===== src/rtl/sal_cmd_sched.sv =====
// Per-channel DRAM command scheduler: combinational single-grant arbitration across
// bank controllers with inter-bank timing, plus a registered command output stage.
module sal_cmd_sched #(
  parameter int NUM_BK = 8,
  parameter int RA_W   = 16,
  parameter int CA_W   = 10,
  parameter int ID_W   = 4,
  parameter int LEN_W  = 4,
  parameter int TW     = 8
) (
  input  logic                       clk,
  input  logic                       rst,
  input  logic [NUM_BK-1:0]          act_req,
  input  logic [NUM_BK-1:0]          rd_req,
  input  logic [NUM_BK-1:0]          wr_req,
  input  logic [NUM_BK-1:0]          pre_req,
  input  logic [NUM_BK-1:0]          ref_req,
  output logic [NUM_BK-1:0]          act_gnt,
  output logic [NUM_BK-1:0]          rd_gnt,
  output logic [NUM_BK-1:0]          wr_gnt,
  output logic [NUM_BK-1:0]          pre_gnt,
  output logic [NUM_BK-1:0]          ref_gnt,
  input  logic [NUM_BK*RA_W-1:0]     bk_ra,
  input  logic [NUM_BK*CA_W-1:0]     bk_ca,
  input  logic [NUM_BK*ID_W-1:0]     bk_id,
  input  logic [NUM_BK*LEN_W-1:0]    bk_len,
  input  logic [TW-1:0]              t_rrd_m1,
  input  logic [TW-1:0]              t_faw_m1,
  input  logic [TW-1:0]              t_ccd_m1,
  input  logic [TW-1:0]              t_wtr_m1,
  input  logic [TW-1:0]              t_rtw_m1,
  output logic                       cmd_valid,
  output logic [2:0]                 cmd_type,
  output logic [$clog2(NUM_BK)-1:0]  cmd_ba,
  output logic [RA_W-1:0]            cmd_ra,
  output logic [CA_W-1:0]            cmd_ca,
  output logic [ID_W-1:0]            cmd_id,
  output logic [LEN_W-1:0]           cmd_len
);

  localparam int BA_W = $clog2(NUM_BK);

  localparam logic [2:0] CMD_NOP = 3'd0;
  localparam logic [2:0] CMD_ACT = 3'd1;
  localparam logic [2:0] CMD_RD  = 3'd2;
  localparam logic [2:0] CMD_WR  = 3'd3;
  localparam logic [2:0] CMD_PRE = 3'd4;
  localparam logic [2:0] CMD_REF = 3'd5;

  // Class indices double as priority order (lower index wins).
  localparam int CL_CAS = 0;
  localparam int CL_PRE = 1;
  localparam int CL_ACT = 2;
  localparam int CL_REF = 3;

  logic [TW-1:0]   rrd_q, rrd_d, ccd_q, ccd_d, wtr_q, wtr_d, rtw_q, rtw_d;
  logic [TW-1:0]   faw_q [4];
  logic [TW-1:0]   faw_d [4];
  logic [BA_W-1:0] ptr_q [4];
  logic [BA_W-1:0] ptr_d [4];

  logic            cmd_valid_q, cmd_valid_d;
  logic [2:0]      cmd_type_q, cmd_type_d;
  logic [BA_W-1:0] cmd_ba_q, cmd_ba_d;
  logic [RA_W-1:0] cmd_ra_q, cmd_ra_d;
  logic [CA_W-1:0] cmd_ca_q, cmd_ca_d;
  logic [ID_W-1:0] cmd_id_q, cmd_id_d;
  logic [LEN_W-1:0] cmd_len_q, cmd_len_d;

  logic rd_ok, wr_ok, act_ok;
  logic [3:0][NUM_BK-1:0] elig;
  logic [3:0]             pick_found;
  logic [3:0][BA_W-1:0]   pick_idx;

  logic            sel_valid;
  logic [2:0]      sel_type;
  logic [1:0]      sel_cls;
  logic [BA_W-1:0] sel_ba;

  function automatic logic [TW-1:0] dec_sat(input logic [TW-1:0] v);
    return (v == '0) ? '0 : v - TW'(1);
  endfunction

  always_comb begin
    rd_ok  = (ccd_q == '0) && (wtr_q == '0);
    wr_ok  = (ccd_q == '0) && (rtw_q == '0);
    act_ok = (rrd_q == '0) &&
             ((faw_q[0] == '0) || (faw_q[1] == '0) || (faw_q[2] == '0) || (faw_q[3] == '0));
    elig[CL_CAS] = (rd_req & {NUM_BK{rd_ok}}) | (wr_req & {NUM_BK{wr_ok}});
    elig[CL_PRE] = pre_req;
    elig[CL_ACT] = act_req & {NUM_BK{act_ok}};
    elig[CL_REF] = ref_req;
  end

  // Round-robin per class: scan downward so the smallest offset from the pointer wins.
  genvar gi;
  generate
    for (gi = 0; gi < 4; gi++) begin : g_rr
      logic            found;
      logic [BA_W-1:0] idx;
      always_comb begin
        found = 1'b0;
        idx   = '0;
        for (int k = NUM_BK - 1; k >= 0; k--) begin
          if (elig[gi][ptr_q[gi] + BA_W'(k)]) begin
            found = 1'b1;
            idx   = ptr_q[gi] + BA_W'(k);
          end
        end
      end
      assign pick_found[gi] = found;
      assign pick_idx[gi]   = idx;
    end
  endgenerate

  always_comb begin
    sel_valid = 1'b0;
    sel_cls   = 2'd0;
    sel_ba    = '0;
    sel_type  = CMD_NOP;
    if (!rst) begin
      for (int c = 3; c >= 0; c--) begin
        if (pick_found[c]) begin
          sel_valid = 1'b1;
          sel_cls   = 2'(c);
          sel_ba    = pick_idx[c];
        end
      end
    end
    if (sel_valid) begin
      case (sel_cls)
        2'(CL_CAS): sel_type = (rd_req[sel_ba] && rd_ok) ? CMD_RD : CMD_WR;
        2'(CL_PRE): sel_type = CMD_PRE;
        2'(CL_ACT): sel_type = CMD_ACT;
        default:    sel_type = CMD_REF;
      endcase
    end
  end

  always_comb begin
    act_gnt = '0;
    rd_gnt  = '0;
    wr_gnt  = '0;
    pre_gnt = '0;
    ref_gnt = '0;
    case (sel_type)
      CMD_ACT: act_gnt[sel_ba] = 1'b1;
      CMD_RD:  rd_gnt[sel_ba]  = 1'b1;
      CMD_WR:  wr_gnt[sel_ba]  = 1'b1;
      CMD_PRE: pre_gnt[sel_ba] = 1'b1;
      CMD_REF: ref_gnt[sel_ba] = 1'b1;
      default: ;
    endcase
  end

  always_comb begin
    logic faw_loaded;
    rrd_d = (sel_type == CMD_ACT) ? t_rrd_m1 : dec_sat(rrd_q);
    ccd_d = (sel_type == CMD_RD || sel_type == CMD_WR) ? t_ccd_m1 : dec_sat(ccd_q);
    wtr_d = (sel_type == CMD_WR) ? t_wtr_m1 : dec_sat(wtr_q);
    rtw_d = (sel_type == CMD_RD) ? t_rtw_m1 : dec_sat(rtw_q);
    faw_loaded = 1'b0;
    for (int s = 0; s < 4; s++) begin
      faw_d[s] = dec_sat(faw_q[s]);
      if (sel_type == CMD_ACT && !faw_loaded && faw_q[s] == '0) begin
        faw_d[s]   = t_faw_m1;
        faw_loaded = 1'b1;
      end
    end
    for (int c = 0; c < 4; c++) begin
      ptr_d[c] = ptr_q[c];
    end
    if (sel_valid) begin
      ptr_d[sel_cls] = sel_ba + BA_W'(1);
    end
  end

  // Fields not carried by the command type are driven as zero.
  always_comb begin
    cmd_valid_d = sel_valid;
    cmd_type_d  = sel_type;
    cmd_ba_d    = sel_valid ? sel_ba : '0;
    cmd_ra_d    = '0;
    cmd_ca_d    = '0;
    cmd_id_d    = '0;
    cmd_len_d   = '0;
    if (sel_type == CMD_ACT) begin
      cmd_ra_d = bk_ra[sel_ba*RA_W +: RA_W];
    end
    if (sel_type == CMD_RD || sel_type == CMD_WR) begin
      cmd_ca_d  = bk_ca[sel_ba*CA_W +: CA_W];
      cmd_id_d  = bk_id[sel_ba*ID_W +: ID_W];
      cmd_len_d = bk_len[sel_ba*LEN_W +: LEN_W];
    end
  end

  always_ff @(posedge clk) begin
    if (rst) begin
      rrd_q       <= '0;
      ccd_q       <= '0;
      wtr_q       <= '0;
      rtw_q       <= '0;
      for (int s = 0; s < 4; s++) begin
        faw_q[s] <= '0;
        ptr_q[s] <= '0;
      end
      cmd_valid_q <= 1'b0;
      cmd_type_q  <= CMD_NOP;
      cmd_ba_q    <= '0;
      cmd_ra_q    <= '0;
      cmd_ca_q    <= '0;
      cmd_id_q    <= '0;
      cmd_len_q   <= '0;
    end else begin
      rrd_q       <= rrd_d;
      ccd_q       <= ccd_d;
      wtr_q       <= wtr_d;
      rtw_q       <= rtw_d;
      for (int s = 0; s < 4; s++) begin
        faw_q[s] <= faw_d[s];
        ptr_q[s] <= ptr_d[s];
      end
      cmd_valid_q <= cmd_valid_d;
      cmd_type_q  <= cmd_type_d;
      cmd_ba_q    <= cmd_ba_d;
      cmd_ra_q    <= cmd_ra_d;
      cmd_ca_q    <= cmd_ca_d;
      cmd_id_q    <= cmd_id_d;
      cmd_len_q   <= cmd_len_d;
    end
  end

  assign cmd_valid = cmd_valid_q;
  assign cmd_type  = cmd_type_q;
  assign cmd_ba    = cmd_ba_q;
  assign cmd_ra    = cmd_ra_q;
  assign cmd_ca    = cmd_ca_q;
  assign cmd_id    = cmd_id_q;
  assign cmd_len   = cmd_len_q;

endmodule


===== config.mk =====
export PLATFORM = sky130hd
export DESIGN_NAME = sal_cmd_sched
export DESIGN_NICKNAME = d
export VERILOG_FILES = /design/src/rtl/sal_cmd_sched.sv
export SDC_FILE = /design/constraint.sdc
export NUM_CORES = 1
export LEC_CHECK = 0
export ABC_AREA = 1
export CORE_MARGIN = 10
export CORE_UTILIZATION = 40
export DETAILED_ROUTE_END_ITERATION = 10
export PLACE_DENSITY = 0.78
export SYNTH_ARGS = -nofsm -noshare
export SYNTH_HDL_FRONTEND = slang
export SYNTH_SLANG_ARGS = --single-unit
export TNS_END_PERCENT = 1

===== constraint.sdc =====
create_clock -name clk -period 4.24 [get_ports clk]
set_input_delay 0.636 -clock clk [delete_from_list [all_inputs] [get_ports clk]]
set_output_delay 0.636 -clock clk [all_outputs]
set_load 0.02 [all_outputs]

=== After elaboration in Yosys (flattened, before gate mapping) ===
Memory sizes are Yosys's and may differ from the RTL's.
Index checks and enable logic that the tools add are counted.

* Flip-flop bits (word level): 73
* Bits in writable memories: 44
* Input port bits: 354
* Output and inout bits: 81
* Word-level logic and storage cells: 335
* Memories kept: 2

* Add/sub/neg operators: 37
* Multipliers: 1
* Magnitude comparators: 36
* Eq/ne operators: 7
* Shifts and indexed selects: 4
* Muxes and demuxes: 189
* Bitwise operators: 16
* Reductions and logical operators: 32

{| class="wikitable"
|+ Memory list
! memory !! depth !! width !! read ports !! clocked after memory_dff !! write ports !! line !! RTL
|-
| faw_q || 4 || 8 || 4 || 0 || 4 || 57 || <nowiki>logic [TW-1:0] faw_q [4];</nowiki>
|-
| ptr_q || 4 || 3 || 4 || 0 || 4 || 59 || <nowiki>logic [BA_W-1:0] ptr_q [4];</nowiki>
|}

{| class="wikitable"
|+ Operators by type and width
! cell !! count
|-
| $mux W8 || 25
|-
| $lt A3 B4 Y1 const B || 33
|-
| $mux W3 || 43
|-
| $shiftx A128 B8 Y16 || 1
|-
| $bmux W1 S3 || 33
|-
| $shiftx A80 B8 Y10 || 1
|-
| $mux W1 || 78
|-
| $logic_not A8 Y1 || 8
|-
| $shiftx A32 B6 Y4 || 2
|-
| $sub A8 B1 Y8 const B || 8
|-
| $add A3 B3 Y3 const B || 16
|-
| $add A3 B2 Y3 const B || 8
|-
| $and A8 B8 Y8 || 3
|-
| $add A3 B1 Y3 const B || 5
|-
| $logic_and A1 B1 Y1 || 13
|-
| $bwmux W12 || 1
|-
| $mux W12 || 1
|-
| $mux W2 || 5
|-
| $pmux W3 S3 || 1
|-
| $or A1 B1 Y1 || 8
|-
| $or A8 B8 Y8 || 1
|-
| $demux W3 S2 || 1
|-
| $eq A3 B2 Y1 const B || 2
|-
| $eq A3 B3 Y1 const B || 2
|-
| 14 further kinds || 23
|}

=== Depth between registers and ports, before layout ===
An unclocked memory read counts as a cell.

* Depth after elaboration: 43
* Mapped depth: 36

=== Least setup slack after synthesis ===
OpenSTA, ideal clock, no wires.

* Path kind: register to output
* Start point: memory ptr_q[2][0] in the netlist's numbering
* End point: output rd_gnt[0]
* Arrival: 3.619 ns
* Required time: 3.604 ns
* Setup slack: -0.015 ns
* Cell stages (with the launch flop): 30
* Cells stage by stage: dfxtp_1 buf_2 clkinv_1 buf_1 ha_1 buf_1 nand3_1 nand2_1 nand2_1 nand2_1 nor2_1 nand2_2 nor2_4 nand2_2 nand2_2 nand2_1 nand3_2 nand2_2 nand2_4 nand2_8 inv_4 buf_6 nand4_1 nand2_1 nor2_2 nand3_2 nand2_4 nand2_4 buf_6 nor2_1

{| class="wikitable"
|+ RTL lines
! item !! line !! RTL
|-
| start: declaration || 59 ||
|-
| end: declaration || 19 || <nowiki>output logic [NUM_BK-1:0] rd_gnt,</nowiki>
|}

=== Worst setup path in the final report ===
* Start point: register ccd_q[1]
* End point: output rd_gnt[4]

* Longest elaborated chain between the ends: 24
* Elaborated cells between the ends (all ways): 60
* Those cells by class: 2 x order compare; 3 x eq/ne; 46 x mux; 3 x bitwise; 6 x reduce/logical

{| class="wikitable"
|+ Ends and longest elaborated chain
! item !! line !! RTL
|-
| start: declaration || 56 || <nowiki>logic [TW-1:0] rrd_q, rrd_d, ccd_q, ccd_d, wtr_q, wtr_d, rtw_q, rtw_d;</nowiki>
|-
| start signal: assignment || 200 || <nowiki>ccd_q <= '0;</nowiki>
|-
| start signal: assignment || 216 || <nowiki>ccd_q <= ccd_d;</nowiki>
|-
| $logic_not A8 Y1 * || 85, 86 ||
|-
| $logic_and A1 B1 Y1 (on tied branches) || 85, 86 ||
|-
| $and A8 B8 Y8 || 89 || <nowiki>elig[CL_CAS] = (rd_req & {NUM_BK{rd_ok}}) | (wr_req & {NUM_BK{wr_ok}});</nowiki>
|-
| $or A8 B8 Y8 || 89 ||
|-
| $bmux W1 S3 || 105 || <nowiki>if (elig[gi][ptr_q[gi] + BA_W'(k)]) begin</nowiki>
|-
| $mux W1 (not written as such) || 105 ||
|-
| $mux W3 or $mux W1 (tied branches) (8 in a row) || 105 ||
|-
| $mux W3 || 123 || <nowiki>if (pick_found[c]) begin</nowiki>
|-
| $mux W3 || 121 || <nowiki>if (!rst) begin</nowiki>
|-
| $bmux W1 S3 || 132 || <nowiki>2'(CL_CAS): sel_type = (rd_req[sel_ba] && rd_ok) ? CMD_RD : CMD_WR;</nowiki>
|-
| $mux W1 (not written as such) || 132 ||
|-
| $logic_and A1 B1 Y1 || 132 ||
|-
| $mux W1 || 132 ||
|-
| $pmux W3 S3 || 131 || <nowiki>case (sel_cls)</nowiki>
|-
| $mux W3 || 130 || <nowiki>if (sel_valid) begin</nowiki>
|-
| $eq A3 B2 Y1 || 146 || <nowiki>case (sel_type)</nowiki>
|-
| $mux W8 * || 146 ||
|}

Mark *: on every way between the ends. The rest lies on a longest branch, timed or not. The select of a mux whose other input is x is not followed.

==> results_dict.tcl <==
set metrics [dict create \
    status "finished with violations" \
    violations "negative setup slack" \
    root_buffer "clkbuf_16" \
    seq_area_frac_synth_pct 22.0 \
    required_ns 3.60 \
    synth.cell_area_mm2 0.0106 \
    fmax_mhz 212 \
    antenna_found_initial 1 \
    path_clk_slew_ns 0.07 \
    ys_warn_count 0 \
    gp_congestion 1.00 \
    grt-ovfl-total 0 \
    timing.max_slew.rel_slack_pct 62.7 \
    slowest_delay_ns 0.33 \
    post-route-drc-count 0 \
    io-pin-count 435 \
    grt_max_degree 48 \
    syn_nets 2206 \
    critPathTopFamily "simple AND/OR/NAND/NOR gates" \
    clock_path_buffers 2 \
    placementRows 59 \
    worst-path-buf-inv 6 \
    power_density_mw_per_mm2 878 \
    path_common_cell "nand2_1" \
    port_buffers 434 \
    grt_pass1_vias 14400 \
    first_iter_violations 1237 \
    dp_hpwl_mm 42.2 \
    die_w_um 183 \
    reg2regPathDepth 28 \
    cap_violations 0 \
    synth-seq-cells 117 \
    min_period_ns 4.71 \
    yosys.area.top_type_share_pct 23.5 \
    synth_edf_count 0 \
    layout-drive-gt1-share_pct 20.7 \
    synth_area_leaders "nand2_1 (24%), dfxtp_1 (22%), nand3_1 (8.6%)" \
    synth.avg_cell_area_um2 5.82 \
    wl_per_cell_um 18.7 \
    die_area_mm2 0.0335 \
    fin_ws_ns -0.472 \
    synthFlopType "dfxtp_1" \
    yosys.area.top_type "nand2_1" \
    ant_nets 0 \
    fin_crit_sh_pct 111 \
    die_h_um 183 \
    worst_setup_path_start_kind "flip-flop" \
    start_util_pct 40.7 \
    hold_violations 0 \
    cts_num_sinks 117 \
    htreeDepth 4 \
    hold-worst-slack_ns 0.556 \
    placed_cells 2787 \
    postRouteWirelength_mm 53.0 \
    power_leakage_nw 8.45 \
    path_max_fanout 8 \
    via_per_inst 5.22 \
    cts_tree "done" \
    hold_class "flip-flop to flip-flop" \
    vias 14800 \
    slowest_stage "dfxtp_2" \
    syn_inst 1827 \
    async_flop_share_pct 0 \
    core_area_mm2 0.0261 \
    grt_use_total_pct 29.6 \
    rsz0062_at_grt "true" \
    slew_viol_final 0 \
    syn_to_final_growth_pct 71.2 \
    criticalPathCategory "flip-flop to output pin" \
    finalSetupViolCount 40 \
    arrival_ns 4.08 \
    ir_worst_vdd_uv 883 \
    hold_path_depth 3 \
    final_nets 2871 \
    cp.depth 31 \
    clk_latency_ns 0.43 \
    grt_pass1_wl_mm 78.8 \
    drt-pass1-iter-count 6 \
    fin_cells 2841 \
    synth_cell_types 56 \
    end_kind "output pin" \
    worst_pin_slew_ns 0.559 \
    clock_skew_ns 0.0132 \
    cts_buffers 17 \
]
==> worst min-delay path, cell delays in order (launching register included) <==
cell     delay (ns)
dfxtp_1        0.34
nor2_1         0.05
nand2_1        0.06
a21oi_1        0.06
==> kinds of logic after synthesis <==
| logic type | Yosys count | synth area share, % |
|---|---|---|
| xor+xnor | 23 | 1.90 |
| fa+ha+maj | 25 | 2.94 |
| buf+inv | 237 | 9.87 |
| simple gates | 1164 | 49.1 |
| compound gates | 261 | 14.2 |
| flops | 117 | 22.0 |
==> synth_stat cells, types with 5 or more instances <==
cell type    n
nor3_1      10
nor2_2      18
ha_1        25
nor2_4      13
nand3_2      6
a21oi_1    115
xnor2_1     11
o21a_1       9
buf_2       30
inv_2        7
buf_4       13
clkinv_1     5
inv_1      147
o211ai_1     6
buf_6        9
a31oi_1     14
nor2_1     148
o21ai_1     15
nand2_1    666
clkbuf_1    18
xor2_1      12
or2_2       18
o21ai_0     62
nand3_1    182
nand3b_1     6
and2_1       5
dfxtp_1    117
o31ai_1      5
nand2_2     18
buf_1        6
nand4_1     58
a22o_1       5
==> path summary, 6_finish.rpt <==
| check | start | endpoint | slack, ns |
|---|---|---|---|
| max | ccd_q[1] | rd_gnt[4] | -0.47 |
| min | wtr_q[0] | wtr_q[0] | 0.56 |
| max reg2reg | ccd_q[1] | cmd_id[3] | 0.13 |
| min reg2reg | wtr_q[0] | wtr_q[0] | 0.56 |
==> sequential cells by signal, indices dropped and copies added, names as in the netlist <==
name       flops
wtr_q          8
ptr_q         12
cmd_len        4
cmd_ba         3
cmd_id         4
ccd_q          8
cmd_type       3
rrd_q          8
cmd_valid      1
rtw_q          8
cmd_ra        16
cmd_ca        10
faw_q         32
==> per-layer routing <==
layer	share of wire (%)	vias to the layer above	track usage [%]	wire length, um
met3	8.4	103	6.78	4440
met4	3.1	0	9.57	1660
met1	39	6780	34.9	20800
met5	0	-	0	0
met2	49	651	51.9	26100
li1	-	7292	-	-
==> report_power, final <==
part / switching (mW) / internal (mW)
clock: 0.659 / 0.785
combinational: 7.55 / 5.31
sequential: 0.180 / 1.48
==> cells in the final DEF, fill, tap and decap left out, types with 7 or more instances in the layout <==
| cell | count |
|---|---|
| nand4_1 | 58 |
| buf_4 | 287 |
| dfxtp_1 | 116 |
| a21oi_1 | 114 |
| clkbuf_16 | 19 |
| buf_12 | 14 |
| inv_2 | 10 |
| nand3_2 | 12 |
| or2_2 | 18 |
| nor2_4 | 27 |
| a31oi_1 | 14 |
| nor2_1 | 133 |
| o21ai_0 | 59 |
| o21ai_2 | 7 |
| nand2_1 | 646 |
| nand3_1 | 174 |
| clkdlybuf4s50_1 | 393 |
| xnor2_1 | 11 |
| buf_6 | 17 |
| ha_1 | 23 |
| nor3_1 | 10 |
| o21a_1 | 9 |
| nor2_2 | 20 |
| inv_1 | 143 |
| nand2_2 | 35 |
| nand2_4 | 7 |
| o21ai_1 | 14 |
| xor2_1 | 12 |
==> stage by stage <==
stage / total power, mW / instance area, um^2 / setup TNS, ns / setup WS, ns / utilization [%]
floorplan: 8.72 / 10600 / -0.121 / -0.0151 / -
global placement: 13.2 / 17100 / -23.39 / -0.767 / 65.4
detailed placement: 13.4 / 17100 / -25.90 / -0.827 / 65.4
CTS: 15.4 / 17900 / -6.78 / -0.339 / 68.4
global route: 17.1 / 18200 / -21.66 / -0.749 / 69.6
finish: 16.0 / 18200 / -10.47 / -0.472 / 69.6
==> final cells by class <==
type | instances | area, um^2
diodes | 1 | 2.50
clock buffers | 17 | 425
clock inverters | 15 | 159
fillers | 2250 | 7950
inverters | 161 | 612
multi-input cells | 1477 | 7570
flip-flops and latches | 117 | 2340
well taps | 335 | 419
repair buffers | 718 | 6650
==> repair_timing <==
item | 4_1_cts | 5_1_grt
pin swaps | 21 | 15
hold buffers | 0 | 0
setup buffers | 12 | 3
gates cloned | 3 | 3
endpoints found under the setup margin | 40 | 71
resized for setup | 214 | 82
(Power assumes the default switching activity.)
